**config.mk**
```make
export PLATFORM = sky130hd
export DESIGN_NAME = lbdr_dr_route_unit
export DESIGN_NICKNAME = d
export VERILOG_FILES = /design/src/rtl/lbdr_dr_route_unit.sv
export SDC_FILE = /design/constraint.sdc
export NUM_CORES = 1
export LEC_CHECK = 0
export CORE_MARGIN = 2
export CORE_UTILIZATION = 30
export CTS_CLUSTER_DIAMETER = 150
export DETAILED_ROUTE_END_ITERATION = 8
export DONT_BUFFER_PORTS = 1
export GPL_TIMING_DRIVEN = 1
export PLACE_DENSITY_LB_ADDON = 0.12
export SYNTH_ARGS = -nofsm -noshare
export SYNTH_HDL_FRONTEND = slang
export SYNTH_SLANG_ARGS = --single-unit
```
**constraint.sdc**
```tcl
create_clock -name clk -period 3.8 [get_ports clk]
set_input_delay 0.76 -clock clk [delete_from_list [all_inputs] [get_ports clk]]
set_output_delay 0.76 -clock clk [all_outputs]
set_load 0.005 [all_outputs]
```
**src/rtl/lbdr_dr_route_unit.sv**
```systemverilog
// LBDR routing unit for one input port of a 2-D mesh NoC.
// Configuration is captured during reset. Each HEADER flit is routed to a
// single output port: a minimal port if one exists, otherwise the deroute
// port when the destination is straight. The port is held through the TAIL.
module lbdr_dr_route_unit #(
  parameter int          XW      = 2,
  parameter int          YW      = 2,
  parameter logic [2:0]  HDR_ID  = 3'b001,
  parameter logic [2:0]  TAIL_ID = 3'b100
) (
  input  logic               clk,
  input  logic               rst,
  input  logic [7:0]         cfg_rxy,
  input  logic [3:0]         cfg_cx,
  input  logic [7:0]         cfg_dr,
  input  logic [XW+YW-1:0]   cfg_cur_addr,
  input  logic               flit_valid,
  input  logic [2:0]         flit_id,
  input  logic [XW+YW-1:0]   dst_addr,
  input  logic               out_ready,
  output logic               flit_ready,
  output logic [4:0]         port_req,
  output logic               route_valid,
  output logic               derouted,
  output logic               route_err
);
  localparam int AW = XW + YW;

  typedef enum logic [1:0] {IDLE, HOLD, DROP} state_t;
  state_t state;

  logic [7:0]    rxy_q;
  logic [3:0]    cx_q;
  logic [7:0]    dr_q;
  logic [AW-1:0] cur_q;

  // Configuration is only sampled while reset is held.
  always_ff @(posedge clk) begin
    if (rst) begin
      rxy_q <= cfg_rxy;
      cx_q  <= cfg_cx;
      dr_q  <= cfg_dr;
      cur_q <= cfg_cur_addr;
    end
  end

  logic [XW-1:0] xcur, xdst;
  logic [YW-1:0] ycur, ydst;
  assign xcur = cur_q[XW-1:0];
  assign ycur = cur_q[AW-1:XW];
  assign xdst = dst_addr[XW-1:0];
  assign ydst = dst_addr[AW-1:XW];

  // Mesh, not torus: plain unsigned compares, no wrap.
  logic n1, s1, e1, w1;
  assign n1 = ydst < ycur;
  assign s1 = ycur < ydst;
  assign e1 = xcur < xdst;
  assign w1 = xdst < xcur;

  logic min_n, min_e, min_w, min_s, min_l;
  assign min_n = (n1 & ~e1 & ~w1 | n1 & e1 & rxy_q[0] | n1 & w1 & rxy_q[1]) & cx_q[0];
  assign min_e = (e1 & ~n1 & ~s1 | e1 & n1 & rxy_q[2] | e1 & s1 & rxy_q[3]) & cx_q[1];
  assign min_w = (w1 & ~n1 & ~s1 | w1 & n1 & rxy_q[4] | w1 & s1 & rxy_q[5]) & cx_q[2];
  assign min_s = (s1 & ~e1 & ~w1 | s1 & e1 & rxy_q[6] | s1 & w1 & rxy_q[7]) & cx_q[3];
  assign min_l = ~n1 & ~s1 & ~e1 & ~w1;

  // Straight destination: its direction index (0=N 1=E 2=W 3=S) selects
  // the deroute code; the code uses the same encoding as port_req bits.
  logic       straight;
  logic [1:0] blk_dir, dr_code;
  assign straight = $onehot({s1, w1, e1, n1});
  assign blk_dir  = n1 ? 2'd0 : e1 ? 2'd1 : w1 ? 2'd2 : 2'd3;
  assign dr_code  = dr_q[{blk_dir, 1'b0} +: 2];

  logic [4:0] rt_port;
  logic       rt_der, rt_ok;

  // Port selection: L>N>E>W>S among minimal ports, then deroute, else fail.
  always_comb begin
    rt_port = '0;
    rt_der  = 1'b0;
    rt_ok   = 1'b1;
    if (min_l)      rt_port = 5'b10000;
    else if (min_n) rt_port = 5'b00001;
    else if (min_e) rt_port = 5'b00010;
    else if (min_w) rt_port = 5'b00100;
    else if (min_s) rt_port = 5'b01000;
    else if (straight && cx_q[dr_code] && dr_code != blk_dir) begin
      rt_port = 5'b00001 << dr_code;
      rt_der  = 1'b1;
    end else
      rt_ok = 1'b0;
  end

  logic is_hdr, is_tail, accept;
  assign is_hdr  = flit_id == HDR_ID;
  assign is_tail = flit_id == TAIL_ID;
  assign accept  = flit_valid & flit_ready;

  // Only the held packet is back-pressured by the allocator.
  always_comb begin
    flit_ready = 1'b0;
    if (!rst) flit_ready = (state == HOLD) ? out_ready : 1'b1;
  end

  // Packet FSM with registered route outputs; route_err is a one-cycle pulse.
  always_ff @(posedge clk) begin
    if (rst) begin
      state       <= IDLE;
      port_req    <= '0;
      route_valid <= 1'b0;
      derouted    <= 1'b0;
      route_err   <= 1'b0;
    end else begin
      route_err <= 1'b0;
      if (accept) begin
        if (state != DROP && is_hdr) begin
          // A HEADER while holding is a protocol error but is still routed.
          route_err <= ~rt_ok | (state == HOLD);
          if (rt_ok) begin
            state       <= HOLD;
            port_req    <= rt_port;
            route_valid <= 1'b1;
            derouted    <= rt_der;
          end else begin
            state       <= DROP;
            port_req    <= '0;
            route_valid <= 1'b0;
            derouted    <= 1'b0;
          end
        end else if (state == IDLE) begin
          route_err <= 1'b1;
        end else if (is_tail) begin
          state       <= IDLE;
          port_req    <= '0;
          route_valid <= 1'b0;
          derouted    <= 1'b0;
        end
      end
    end
  end
endmodule

```
# Yosys cells after proc, flatten, opt, wreduce, memory -nomap -nowiden
# Index checks and enable logic that the tools add are counted.
[word_totals]
ff_bits = 34
in_bits = 35
out_inout_bits = 9
word_cells = 116
[classes]
n_addsub = 3
n_lt_le_gt_ge = 5
eq_ne = 7
n_shift = 2
muxes = 40
n_bitwise = 43
n_reduce_logical = 7
[ops]
columns = ["cell", "count"]
rows = [
  ["$mux W5", 10],
  ["$and A1 B1 Y1", 28],
  ["$mux W1", 23],
  ["$mux W2", 6],
  ["$or A1 B1 Y1", 9],
  ["$lt A2 B2 Y1", 4],
  ["$shiftx A8 B4 Y2", 1],
  ["$eq A3 B1 Y1 const B", 2],
  ["$not A1 Y1", 6],
  ["$shl A1 B2 Y5 const A", 1],
  ["$add A1 B1 Y2", 2],
  ["$ne A2 B2 Y1 const B", 2],
  ["$add A2 B2 Y3", 1],
  ["$eq A3 B3 Y1 const B", 1],
  ["$logic_and A1 B1 Y1", 3],
  ["$lt A2 B3 Y1 const B", 1],
  ["$reduce_and A3 Y1", 1],
  ["$bmux W1 S2", 1],
  ["$eq A2 B1 Y1 const B", 1],
  ["$logic_not A2 Y1", 1],
  ["$ne A2 B2 Y1", 1],
  ["$reduce_bool A2 Y1", 1],
  ["$reduce_or A2 Y1", 1],
]

# Logic depth before layout (Yosys ltp)
[depth]
word_depth = 18
depth_mapped = 13
mapped_depth_nobuf = 13

# Worst setup path before layout
# Ideal clock, no wire load.
[synth_timing]
path_type = "input to register"
start = "input port dst_addr[1]"
end = "register port_req[0]"
setup_ps = 86
arrival_time_ps = 3148
t_required_ps = 3714
setup_slack_ps = 566
path_stages = 12
path_buffers = 0
cell_sequence = "ha_1 > and2b_4 > nor2_2 > ha_1 > ha_1 > ha_1 > nor2_1 > o311ai_1 > a31o_2 > a221oi_2 > nand2_1 > a221oi_2"
[synth_between]
elab_chain_len = 17
elab_cells_between_ends = 66
cone_classes = "add/sub (3); order compare (2); eq/ne (2); shift (2); mux (19); bitwise (36); reduce/logical (2)"
[synth_lines]
columns = ["element", "line_no", "text"]
rows = [
  ["from (decl)", "19", "input logic [XW+YW-1:0] dst_addr,"],
  ["$lt A2 B2 Y1", "59", "assign w1 = xdst < xcur;"],
  ["$mux W1", "73", "assign blk_dir = n1 ? 2'd0 : e1 ? 2'd1 : w1 ? 2'd2 : 2'd3;"],
  ["$mux W2 (2 in series)", "73", ""],
  ["$shiftx A8 B4 Y2", "74", "assign dr_code = dr_q[{blk_dir, 1'b0} +: 2];"],
  ["$bmux W1 S2", "89", "else if (straight && cx_q[dr_code] && dr_code != blk_dir) begin"],
  ["$mux W1 (not written as such)", "89", ""],
  ["$logic_and A1 B1 Y1 (2 in series)", "89", ""],
  ["$mux W5 / $mux W1 (equally long branches)", "89", ""],
  ["$mux W5 / $mux W1 (equally long branches)", "88", "else if (min_s) rt_port = 5'b01000;"],
  ["$mux W5 / $mux W1 (equally long branches)", "87", "else if (min_w) rt_port = 5'b00100;"],
  ["$mux W5 / $mux W1 (equally long branches)", "86", "else if (min_e) rt_port = 5'b00010;"],
  ["$mux W5 / $mux W1 (equally long branches)", "85", "else if (min_n) rt_port = 5'b00001;"],
  ["$mux W5 / $mux W1 (equally long branches)", "84", "if (min_l) rt_port = 5'b10000;"],
  ["$mux W5 (*)", "121", "if (rt_ok) begin"],
  ["$mux W5 (*)", "118", "if (state != DROP && is_hdr) begin"],
  ["to (signal assigned)", "123", "port_req <= rt_port;"],
  ["to (decl)", "22", "output logic [4:0] port_req,"],
]
# Every way passes the cells marked *; elsewhere a longest branch is shown, timed or not. The select of a mux whose other input is x is not followed.
# A chain may end at the register's enable or synchronous reset.

# Worst setup path in the final report
# Same ends and word-level chain as after synthesis.

==> results.tsv <==
metric	value	unit
overflow	0	
dp_hpwl	3240	um
place.gp.congestion	0.830	
synth_area_leaders	edfxtp_1 40%, dfxtp_1 10%, ha_1 4.9%	
num_rows	28	
fin_ws	0.499	ns
cts_hold_buf	0	
drv_cap	0	
synthArstFlopShare	0	%
timing.final.crit_share	86.9	%
setup_viol	0	
grt_start_max_net_pins	30	
antenna_cells	0	
startpoint_type	primary input	
final_common_cell	edfxtp_1	
cts_setup_buffers	0	
ys_seq_area_share	50.0	%
drc	0	
cts_resized	0	
cts.root.buffer_cell	clkbuf_8	
synth_edf_count	24	
io_pins	44	
outcome	completed	
core_area	5850	um2
power.density	445	nW/um2
cp-startpoint	dst_addr[1]	
synth_warnings	0	
r2r_slack	0.63	ns
synth.ff_latch_count	33	
total_power	0.869	mW
crit_end	port_req[0]	
synth_area_leader_cell	edfxtp_1	
first_pass_iters	4	
clkLatencyLatePin	0.28	ns
r2r_start	cur_q[1]	
grt_usage	13.4	%
postSynthAreaPerCell	10.9	um2
critical_path.max_fanout	9	
vias_per_cell	5.33	
max_freq	0.303	GHz
slew_violations	0	
clockBufferDepth	2	
grt_pass1_wl	6570	um
hold_viol	0	
worstSetupEndpointType	flop	
die_width	81.5	um
skew	0.00387	ns
vdd_drop_max	0.206	mV
dpl_cell_area	1870	um2
synthCells	165	
final_cell_mix	24 x edfxtp_1, 13 x nor2_1, 12 x nand2_1	
h-tree-depth	2	
holdCritStartpoint	port_req[2]	
clock_sinks	33	
wl_per_cell	16.5	um
port_buffers	0	
syn2layout_area_growth	8.55	%
worstHoldPathType	reg -> reg	
syn-cell-area	1800	um2
antenna_found_initial	0	
tritoncts	built	
synth.distinct_cells	58	
grt_setup_unrepaired	no	
synth_top_area_share	40.0	%
worstSetupPathType	in -> reg	
post-route-cell-area	1950	um2
finalSetupTns	0	ns
drive_gt1_share	14.1	%
required	4.00	ns
dieArea	6640	um2
synth_top_flop_cell	edfxtp_1	
place_worst_setup_slack	0.225	ns
syn_nets	207	
vias	1307	
cts_made_buffers	5	
first_global_vias	1317	
initial_core_util	30.8	%
antenna_left	0	
r2r-end	port_req[0]	
drt-total-wl	4040	um
power.leakage	0.676	nW
die_h	81.5	um
relSlewSlack	55.6	%
reg2reg_depth	13	
worstMarginPinSlew	0.667	ns
finalCriticalPeriod	3.30	ns
dr.first_iter.drc_count	123	
cp.arrival	3.50	ns
path_clk_slew	0.07	ns
nNetsFinal	211	
## synthesized netlist by cell type, drive strengths merged, types with 4 or more instances
| master | count |
|---|---|
| nand2 | 12 |
| edfxtp | 24 |
| a21oi | 5 |
| nor2b | 4 |
| ha | 7 |
| o21ai | 7 |
| inv | 9 |
| nor3 | 6 |
| and2 | 4 |
| nand2b | 6 |
| or3 | 4 |
| a31oi | 5 |
| dfxtp | 9 |
| nor2 | 14 |
## cells by family after synthesis
| group | Yosys count | share of synthesized area (%) |
|---|---|---|
| fa+ha+maj | 7 | 4.86 |
| simple gates | 64 | 19.3 |
| buf+inv | 12 | 3.13 |
| flops | 33 | 50.0 |
| xor+xnor | 3 | 1.46 |
| compound gates | 46 | 21.2 |
## worst min path at each step
stage	endpoint	depth (start not counted)
floorplan	port_req[2]	2
global placement	port_req[3]	2
detailed placement	port_req[2]	2
CTS	port_req[2]	2
global route	port_req[3]	2
finish	port_req[2]	2
## per-stage QoR
step                      hold WS (ns)  instances  util, %
after floorplan                  0.449        165        -
after global placement           0.474        237     32.0
after detailed placement         0.489        237     32.0
after CTS                        0.498        245     33.4
after global routing             0.515        245     33.4
final                            0.490        245     33.4
## where the power goes
| group | internal, mW | total (mW) | switching (mW) | leakage [nW] |
|---|---|---|---|---|
| Combinational | 0.0755 | 0.191 | 0.116 | 0.323 |
| Sequential | 0.413 | 0.427 | 0.0146 | 0.308 |
| Clock | 0.127 | 0.251 | 0.124 | 0.0450 |
## routing by layer
metal / wire, um / GRT usage [%] / up-vias
met5: 0 / 0 / -
met4: 36 / 3.56 / 0
met3: 189 / 4.07 / 5
met2: 1840 / 20.1 / 33
met1: 1980 / 18.7 / 628
li1: - / - / 641
## flip-flops by register name, summed over array words and instances (netlist names)
name and cells:
cur_q 4, cx_q 4, derouted 1, dr_q 8
port_req 5, route_err 1, rxy_q 8, state 2
## critical path, cell delays in order
cell and delay (ns):
ha_1 0.35, and2b_4 0.21, nor2_2 0.28, ha_1 0.30
ha_1 0.18, ha_1 0.27, nor2_1 0.11, o311ai_1 0.14
a31o_2 0.26, a221oi_2 0.27, nand2_1 0.11, a221oi_2 0.24
## final cells by class
type,count,area (um2)
Tap cell,75,93.8
Sequential cell,33,901
Clock buffer,6,72.6
Inverter,9,33.8
Multi-Input combinational cell,120,843
Clock inverter,2,10.0
Fill cell,597,3900
No activity file was read; power rests on OpenSTA's default activity.
